--- config.mk ---
export PLATFORM = sky130hd
export DESIGN_NAME = dmem_arbiter
export DESIGN_NICKNAME = d
export VERILOG_FILES = /design/src/rtl/dmem_arbiter.sv
export SDC_FILE = /design/constraint.sdc
export NUM_CORES = 1
export LEC_CHECK = 0
export ABC_AREA = 1
export ABC_CLOCK_PERIOD_IN_PS = 2630
export CORE_AREA = 5 5 117 119
export DETAILED_ROUTE_END_ITERATION = 12
export DIE_AREA = 0 0 122 124
export PLACE_DENSITY = 0.56
export SKIP_CTS_REPAIR_TIMING = 1
export SLEW_MARGIN = 20
export SYNTH_ARGS = -nofsm -noshare
export SYNTH_HDL_FRONTEND = slang
export SYNTH_SLANG_ARGS = --single-unit
--- constraint.sdc ---
create_clock -name clk_i -period 2.63 [get_ports clk_i]
set_clock_uncertainty 0.15 [all_clocks]
set_input_delay 0.263 -clock clk_i [delete_from_list [all_inputs] [get_ports clk_i]]
set_output_delay 0.263 -clock clk_i [all_outputs]
set_load 0.02 [all_outputs]
--- src/rtl/dmem_arbiter.sv ---
// rtl/dmem_arbiter.sv - two-port arbiter sharing a single-port data memory
// Optional bus locking is compiled in with `define DMEM_ARB_LOCK_EN.
module dmem_arbiter #(
    parameter int MEM_LATENCY = 1,
    parameter int FIXED_PRIO  = 0
) (
    input  logic        clk_i,
    input  logic        rstn_i,

    input  logic        m0_req_i,
    output logic        m0_gnt_o,
    input  logic [31:0] m0_addr_i,
    input  logic        m0_read_i,
    input  logic [3:0]  m0_wsel_byte_i,
    input  logic [31:0] m0_wdata_i,
    output logic        m0_rvalid_o,
    output logic [31:0] m0_rdata_o,

    input  logic        m1_req_i,
    output logic        m1_gnt_o,
    input  logic [31:0] m1_addr_i,
    input  logic        m1_read_i,
    input  logic [3:0]  m1_wsel_byte_i,
    input  logic [31:0] m1_wdata_i,
    output logic        m1_rvalid_o,
    output logic [31:0] m1_rdata_o,

`ifdef DMEM_ARB_LOCK_EN
    input  logic        m0_lock_i,
    input  logic        m1_lock_i,
`endif

    output logic        mem_en_o,
    output logic [31:0] mem_addr_o,
    output logic        mem_read_o,
    output logic [3:0]  mem_wsel_byte_o,
    output logic [31:0] mem_wdata_o,
    input  logic [31:0] mem_rdata_i
);

    localparam int LAST = MEM_LATENCY - 1;

    // Round-robin pointer: 0 means port 0 wins the next conflict.
    logic rr_q;
    logic rr_d;

    // Granted port id for this cycle and whether any grant happens.
    logic sel;
    logic gnt_any;
    logic elig0;
    logic elig1;

    // Response pipeline: valid, requester id and read flag per stage.
    logic [MEM_LATENCY-1:0] pv_q;
    logic [MEM_LATENCY-1:0] pid_q;
    logic [MEM_LATENCY-1:0] prd_q;

`ifdef DMEM_ARB_LOCK_EN
    logic own_vld_q;
    logic own_vld_d;
    logic own_id_q;
    logic own_id_d;
    logic lock_sel;

    // A locked owner shuts the other port out of arbitration.
    always_comb begin
        elig0 = m0_req_i & (~own_vld_q | ~own_id_q);
        elig1 = m1_req_i & (~own_vld_q |  own_id_q);
    end
`else
    // Without locking every requester is eligible every cycle.
    always_comb begin
        elig0 = m0_req_i;
        elig1 = m1_req_i;
    end
`endif

    // Pick the winner: a lone requester wins, conflicts use priority or the pointer.
    always_comb begin
        sel     = 1'b0;
        gnt_any = elig0 | elig1;
        if (elig0 && elig1) begin
            sel = (FIXED_PRIO != 0) ? 1'b0 : rr_q;
        end else if (elig1) begin
            sel = 1'b1;
        end
        m0_gnt_o = gnt_any & ~sel;
        m1_gnt_o = gnt_any &  sel;
        // The pointer moves only on a grant, to favour the other port next time.
        rr_d     = gnt_any ? ~sel : rr_q;
    end

    // Drive the winner's payload onto the memory; a read never carries byte enables.
    always_comb begin
        mem_en_o        = gnt_any;
        mem_addr_o      = 32'h0;
        mem_read_o      = 1'b0;
        mem_wsel_byte_o = 4'h0;
        mem_wdata_o     = 32'h0;
        if (gnt_any) begin
            if (sel) begin
                mem_addr_o      = m1_addr_i;
                mem_read_o      = m1_read_i;
                mem_wsel_byte_o = m1_read_i ? 4'h0 : m1_wsel_byte_i;
                mem_wdata_o     = m1_wdata_i;
            end else begin
                mem_addr_o      = m0_addr_i;
                mem_read_o      = m0_read_i;
                mem_wsel_byte_o = m0_read_i ? 4'h0 : m0_wsel_byte_i;
                mem_wdata_o     = m0_wdata_i;
            end
        end
    end

`ifdef DMEM_ARB_LOCK_EN
    // Owner is taken by a locked grant and dropped by the owner's first unlocked grant.
    always_comb begin
        lock_sel  = sel ? m1_lock_i : m0_lock_i;
        own_vld_d = own_vld_q;
        own_id_d  = own_id_q;
        if (gnt_any) begin
            if (lock_sel) begin
                own_vld_d = 1'b1;
                own_id_d  = sel;
            end else begin
                own_vld_d = 1'b0;
            end
        end
    end

    // Owner register.
    always_ff @(posedge clk_i or negedge rstn_i) begin
        if (!rstn_i) begin
            own_vld_q <= 1'b0;
            own_id_q  <= 1'b0;
        end else begin
            own_vld_q <= own_vld_d;
            own_id_q  <= own_id_d;
        end
    end
`endif

    // Pointer register.
    always_ff @(posedge clk_i or negedge rstn_i) begin
        if (!rstn_i) begin
            rr_q <= 1'b0;
        end else begin
            rr_q <= rr_d;
        end
    end

    // Shift every cycle so a response pops out exactly MEM_LATENCY cycles after its grant.
    always_ff @(posedge clk_i or negedge rstn_i) begin
        if (!rstn_i) begin
            pv_q  <= '0;
            pid_q <= '0;
            prd_q <= '0;
        end else begin
            pv_q[0]  <= gnt_any;
            pid_q[0] <= sel;
            prd_q[0] <= mem_read_o;
            for (int i = 1; i < MEM_LATENCY; i++) begin
                pv_q[i]  <= pv_q[i-1];
                pid_q[i] <= pid_q[i-1];
                prd_q[i] <= prd_q[i-1];
            end
        end
    end

    // Route the output stage to its requester; writes return a zero-data acknowledge.
    always_comb begin
        m0_rvalid_o = pv_q[LAST] & ~pid_q[LAST];
        m1_rvalid_o = pv_q[LAST] &  pid_q[LAST];
        m0_rdata_o  = (m0_rvalid_o & prd_q[LAST]) ? mem_rdata_i : 32'h0;
        m1_rdata_o  = (m1_rvalid_o & prd_q[LAST]) ? mem_rdata_i : 32'h0;
    end

endmodule

## Word level (Yosys, flattened, before mapping)

Index checks and enable logic that the tools add are counted.

| word-level totals | value |
|---|---|
| logic and storage cells | 28 |
| flip-flop bits (word level) | 4 |
| output and inout bits | 138 |
| input bits | 174 |

| cells by class | value |
|---|---|
| bitwise gates (word level) | 9 |
| reductions and logical operators | 1 |
| muxes and demuxes | 14 |

Operators with widths:

| kind | number |
|---|---|
| $mux W32 | 6 |
| $mux W4 | 4 |
| $and A1 B1 Y1 | 6 |
| $mux W1 | 4 |
| $not A1 Y1 | 2 |
| $logic_and A1 B1 Y1 | 1 |
| $or A1 B1 Y1 | 1 |

## Depth between registers and ports, before layout

| depth | value |
|---|---|
| depth after elaboration | 4 |
| depth in mapped cells | 8 |
| depth with buffers taken out | 6 |

## Least setup slack after synthesis

OpenSTA, ideal clock, no wires.

| path | value |
|---|---|
| path kind | reg2out |
| from | register pid_q |
| to | output m0_rdata_o[10] |
| data required time | 2.217 ns |
| buffers on the path | 1 |
| stages on the path, launching flop included | 5 |
| setup slack | 0.821 ns |
| arrival | 1.396 ns |
| path through | dfrtp_1 -> nor2_1 -> nand2_1 -> clkbuf_1 -> nor2_1 |

| between the ends | value |
|---|---|
| word-level cells in the longest chain between the ends | 4 |

Ends and longest elaborated chain:

| element | RTL line | text |
|---|---|---|
| start, declared | 55 | `logic [MEM_LATENCY-1:0] pid_q;` |
| start signal, assigned by index | 164 | `pid_q[i] <= pid_q[i-1];` |
| $not A1 Y1 | 172 | `m0_rvalid_o = pv_q[LAST] & ~pid_q[LAST];` |
| $and A1 B1 Y1 | 172 |  |
| via m0_rvalid_o | 16 | `output logic m0_rvalid_o,` |
| $and A1 B1 Y1 | 174 | `m0_rdata_o = (m0_rvalid_o & prd_q[LAST]) ? mem_rdata_i : 32'h0;` |
| $mux W32 | 174 |  |
| end, declared | 17 | `output logic [31:0] m0_rdata_o,` |

The timed path passes the listed nets, and every way through them passes these cells.

## Worst setup path in the final report

| path | value |
|---|---|
| from | input m0_req_i |
| to | output mem_addr_o[12] |

| between the ends | value |
|---|---|
| word-level cells in the longest chain between the ends | 4 |
| elaborated cells on any way between the ends | 5 |
| classes of those cells | 3 x mux; 1 x bitwise; 1 x reduce/logical |

Ends and longest elaborated chain:

| element | RTL line | text |
|---|---|---|
| start, declared | 10 | `input logic m0_req_i,` |
| $logic_and A1 B1 Y1 | 82 | `if (elig0 && elig1) begin` |
| $mux W1 | 82 |  |
| $mux W32 | 101 | `if (sel) begin` |
| $mux W32 * | 100 | `if (gnt_any) begin` |
| end, declared | 34 | `output logic [31:0] mem_addr_o,` |

Mark *: on every way between the ends. The rest lies on a longest branch, timed or not.

==> out/qor.yml <==
logic_synthesis:
  yosysWarningCount: 0
  syn-cell-area_sq_um: 1510
  synthArstFlopShare_pct: 100
  ys_top_cells_by_area: "sky130_fd_sc_hd__nand2_1 (50%), sky130_fd_sc_hd__nor2_1 (20%), sky130_fd_sc_hd__inv_1 (10%)"
  yosys.area.top_type: "sky130_fd_sc_hd__nand2_1"
  synth.yosys.seq_area_share_pct: 6.64
  flip_flop_and_latch_count_after_synthesis: 4
  postSynthNetCount: 534
  yosysTopAreaCellShare_pct: 50.0
  syn_avg_cell_area_sq_um: 4.19
  ys_dominant_reg_cell: "sky130_fd_sc_hd__dfrtp_1"
  ys_types: 12
  edff_count_synth: 0
  synthesis.instances: 360
  yosysMostFrequentCell: "sky130_fd_sc_hd__nand2_1"
  synth.cells.most_frequent: "sky130_fd_sc_hd__nand2_1 (201), sky130_fd_sc_hd__nor2_1 (82), sky130_fd_sc_hd__inv_1 (42), sky130_fd_sc_hd__buf_2 (9)"
cells_and_area:
  finalNetCount: 841
  finish.cell_count_without_fillers: 837
  num_antenna_cells: 0
  layout-drive-gt1-share_pct: 2.86
  area_growth_syn_to_layout_pct: 228
drt:
  drt-vias-per-instance: 3.74
  drtPass1Iterations: 4
  routed_wirelength_mm: 11.0
  routed-via-count: 3128
  drt-wirelength-per-cell_um: 13.1
  drc: 0
  initial_drc_count: 88
  ant_nets: 0
floorplanning:
  rows: 41
  dieWidth_um: 122
  core_sq_um: 12500
  design.portCount: 312
  floorplan.initialDensity_pct: 12.1
  die_height_um: 124
  total_die_area_sq_um: 15100
pwr:
  power_switching_mw: 0.532
  p_comb_share_pct: 77.4
  max-vdd-ir-drop_mv: 0.115
  static-leakage-power_nw: 2.35
  cellPowerDensity_nw_per_um2: 277
  pwr-share-seq_pct: 5.3
  power_frac_clock_pct: 17.2
  cell_internal_power_dissipation_mw: 0.837
  power.share.switching_pct: 38.9
critical_path:
  critical-path-slowest-cell: "sky130_fd_sc_hd__clkdlybuf4s50_1"
  worstSetupEndpointType: "output pin"
  critical-path-max-stage-delay_ns: 0.60
  r2r-end: "prd_q$_DFF_PN0_"
  worst-path-max-fanout: 23
  cp_top_family: "buffers and inverters"
  crit_buf_inv: 5
  cp-start-kind: "primary input"
  r2r_start: "rr_q$_DFFE_PN0N_"
  reg2reg_setup_slack_ns: 1.35
  cp.required_ns: 2.22
  rr_worst_depth: 5
  setup.worst_path.class: "in -> out"
  crit_chain: "clkdlybuf4s50_1, inv_1, a21oi_4, buf_12, buf_12, nand2_1, nand2_1, clkdlybuf4s50_1"
  worst_ep_arrival_time_ns: 2.10
cts:
  clk_root_buffer_cell: "sky130_fd_sc_hd__clkbuf_16"
  cts_tree: "done"
  cts-root-to-sink-buffers: 2
  numCtsBuffers: 3
  insertion_delay_ns: 0.22
  tritoncts_num_sinks: 4
  htree_num_levels: 1
  cts.reportedPaths.clkPinSlew_ns: 0.03
timing:
  maxSlewViolCount: 0
  hold_viol: 0
  clock.fmax_mhz: 398
  timing.final.crit_period_ns: 2.51
  layout_worst_path_cycle_share_pct: 95.6
  totalNegativeSetupSlack_ns: 0
  timing.final.setup_violations: 0
  unrepaired_setup_endpoints_after_global_routing: "no"
  timing.max_slew.rel_slack_pct: 77.2
  max_slew.worst_pin.slew_ns: 0.341
  post-route-worst-setup-slack_ns: 0.117
place:
  placedCellCount: 834
  gp_congestion: 0.873
  dp.final_hpwl_mm: 9.80
  dpl_worst_slack_ns: 0.0665
  port_buffers: 311
min_path:
  min-delay-path-class: "in -> async"
global_route:
  initial_antenna_violation_count: 0
  grt_usage_pct: 13.2
  grt_pass1_vias: 3158
  grt_max_degree: 38
  grt_first_pass_wirelength_mm: 16.0
  overflow: 0
status:
  outcome: "completed"
job:
  number_of_violations_of_the_max_capacitance_limit: 0
==> worst register-to-register path, cell delays in order (launching register included) <==
cell	delay, ns
sky130_fd_sc_hd__dfrtp_1	0.40
sky130_fd_sc_hd__inv_2	0.05
sky130_fd_sc_hd__nand2_2	0.11
sky130_fd_sc_hd__nand2_1	0.11
sky130_fd_sc_hd__buf_4	0.16
sky130_fd_sc_hd__o21ai_0	0.20
==> metrics by stage <==
stage          cell area [sq um]  hold slack (ns)  power (mW)  utilization [%]
2_1_floorplan               1510           -0.183       0.502                -
3_3_place_gp                4860            0.327        1.14             39.0
3_5_place_dp                4860            0.340        1.15             39.0
4_1_cts                     4940            0.104        1.39             39.6
5_1_grt                     4940            0.112        1.46             39.6
6_report                    4940           0.0981        1.37             39.6
==> how the worst max path moves through the flow <==
stage,depth (start not counted),end,start
after floorplan,4,m0_rdata_o[10],pid_q$_DFF_PN0_
after global placement,7,mem_addr_o[12],m1_req_i
after detailed placement,7,mem_addr_o[12],m1_req_i
after CTS,7,mem_addr_o[12],m1_req_i
after global routing,8,mem_wdata_o[16],m0_req_i
final,8,mem_addr_o[12],m0_req_i
==> layout by cell type (no fill, tap or decap), types with 2 or more instances in the layout <==
| cell | Yosys | routed |
|---|---|---|
| sky130_fd_sc_hd__a21oi_1 | 4 | 4 |
| sky130_fd_sc_hd__buf_12 | 0 | 5 |
| sky130_fd_sc_hd__buf_4 | 0 | 7 |
| sky130_fd_sc_hd__clkbuf_16 | 0 | 3 |
| sky130_fd_sc_hd__clkdlybuf4s50_1 | 0 | 309 |
| sky130_fd_sc_hd__dfrtp_1 | 4 | 4 |
| sky130_fd_sc_hd__dlymetal6s2s_1 | 0 | 2 |
| sky130_fd_sc_hd__inv_1 | 42 | 42 |
| sky130_fd_sc_hd__inv_2 | 2 | 2 |
| sky130_fd_sc_hd__nand2_1 | 201 | 201 |
| sky130_fd_sc_hd__nor2_1 | 82 | 82 |
| sky130_fd_sc_hd__o21ai_0 | 2 | 2 |
==> final cells by class <==
type                    count  area (sq um)
fillers                  1336          7520
repair buffers            323          3270
multi-input cells         291          1110
well taps                 172           215
inverters                  44           165
flip-flops and latches      4           100
clock buffers               3          75.1
==> routing by layer <==
layer  vias up  wire length [um]  track usage [%]
met5         -                 0                0
met4         0               286             4.62
met3        20              1410             5.40
met2       184              5580             24.8
met1      1292              3690             13.2
li1       1632                 -                -
==> flip-flops by register name, summed over array words and instances, names as in the netlist <==
| signal | flops |
|---|---|
| prd_q | 1 |
| pv_q | 1 |
| rr_q | 1 |
| pid_q | 1 |
==> cell families after synthesis <==
| group | share of synthesized area, % |
|---|---|
| compound gates | 2.57 |
| simple gates | 70.9 |
| buf+inv | 19.9 |
| flops | 6.64 |
==> power groups by stage <==
stage               Combinational [mW]  Clock, mW  Sequential, mW
floorplan                        0.430          0          0.0718
global placement                  1.07          0          0.0735
detailed placement                1.07          0          0.0738
CTS                               1.08      0.241          0.0732
global route                      1.14      0.246          0.0738
finish                            1.06      0.236          0.0729
Power figures use the tool's default switching activity.
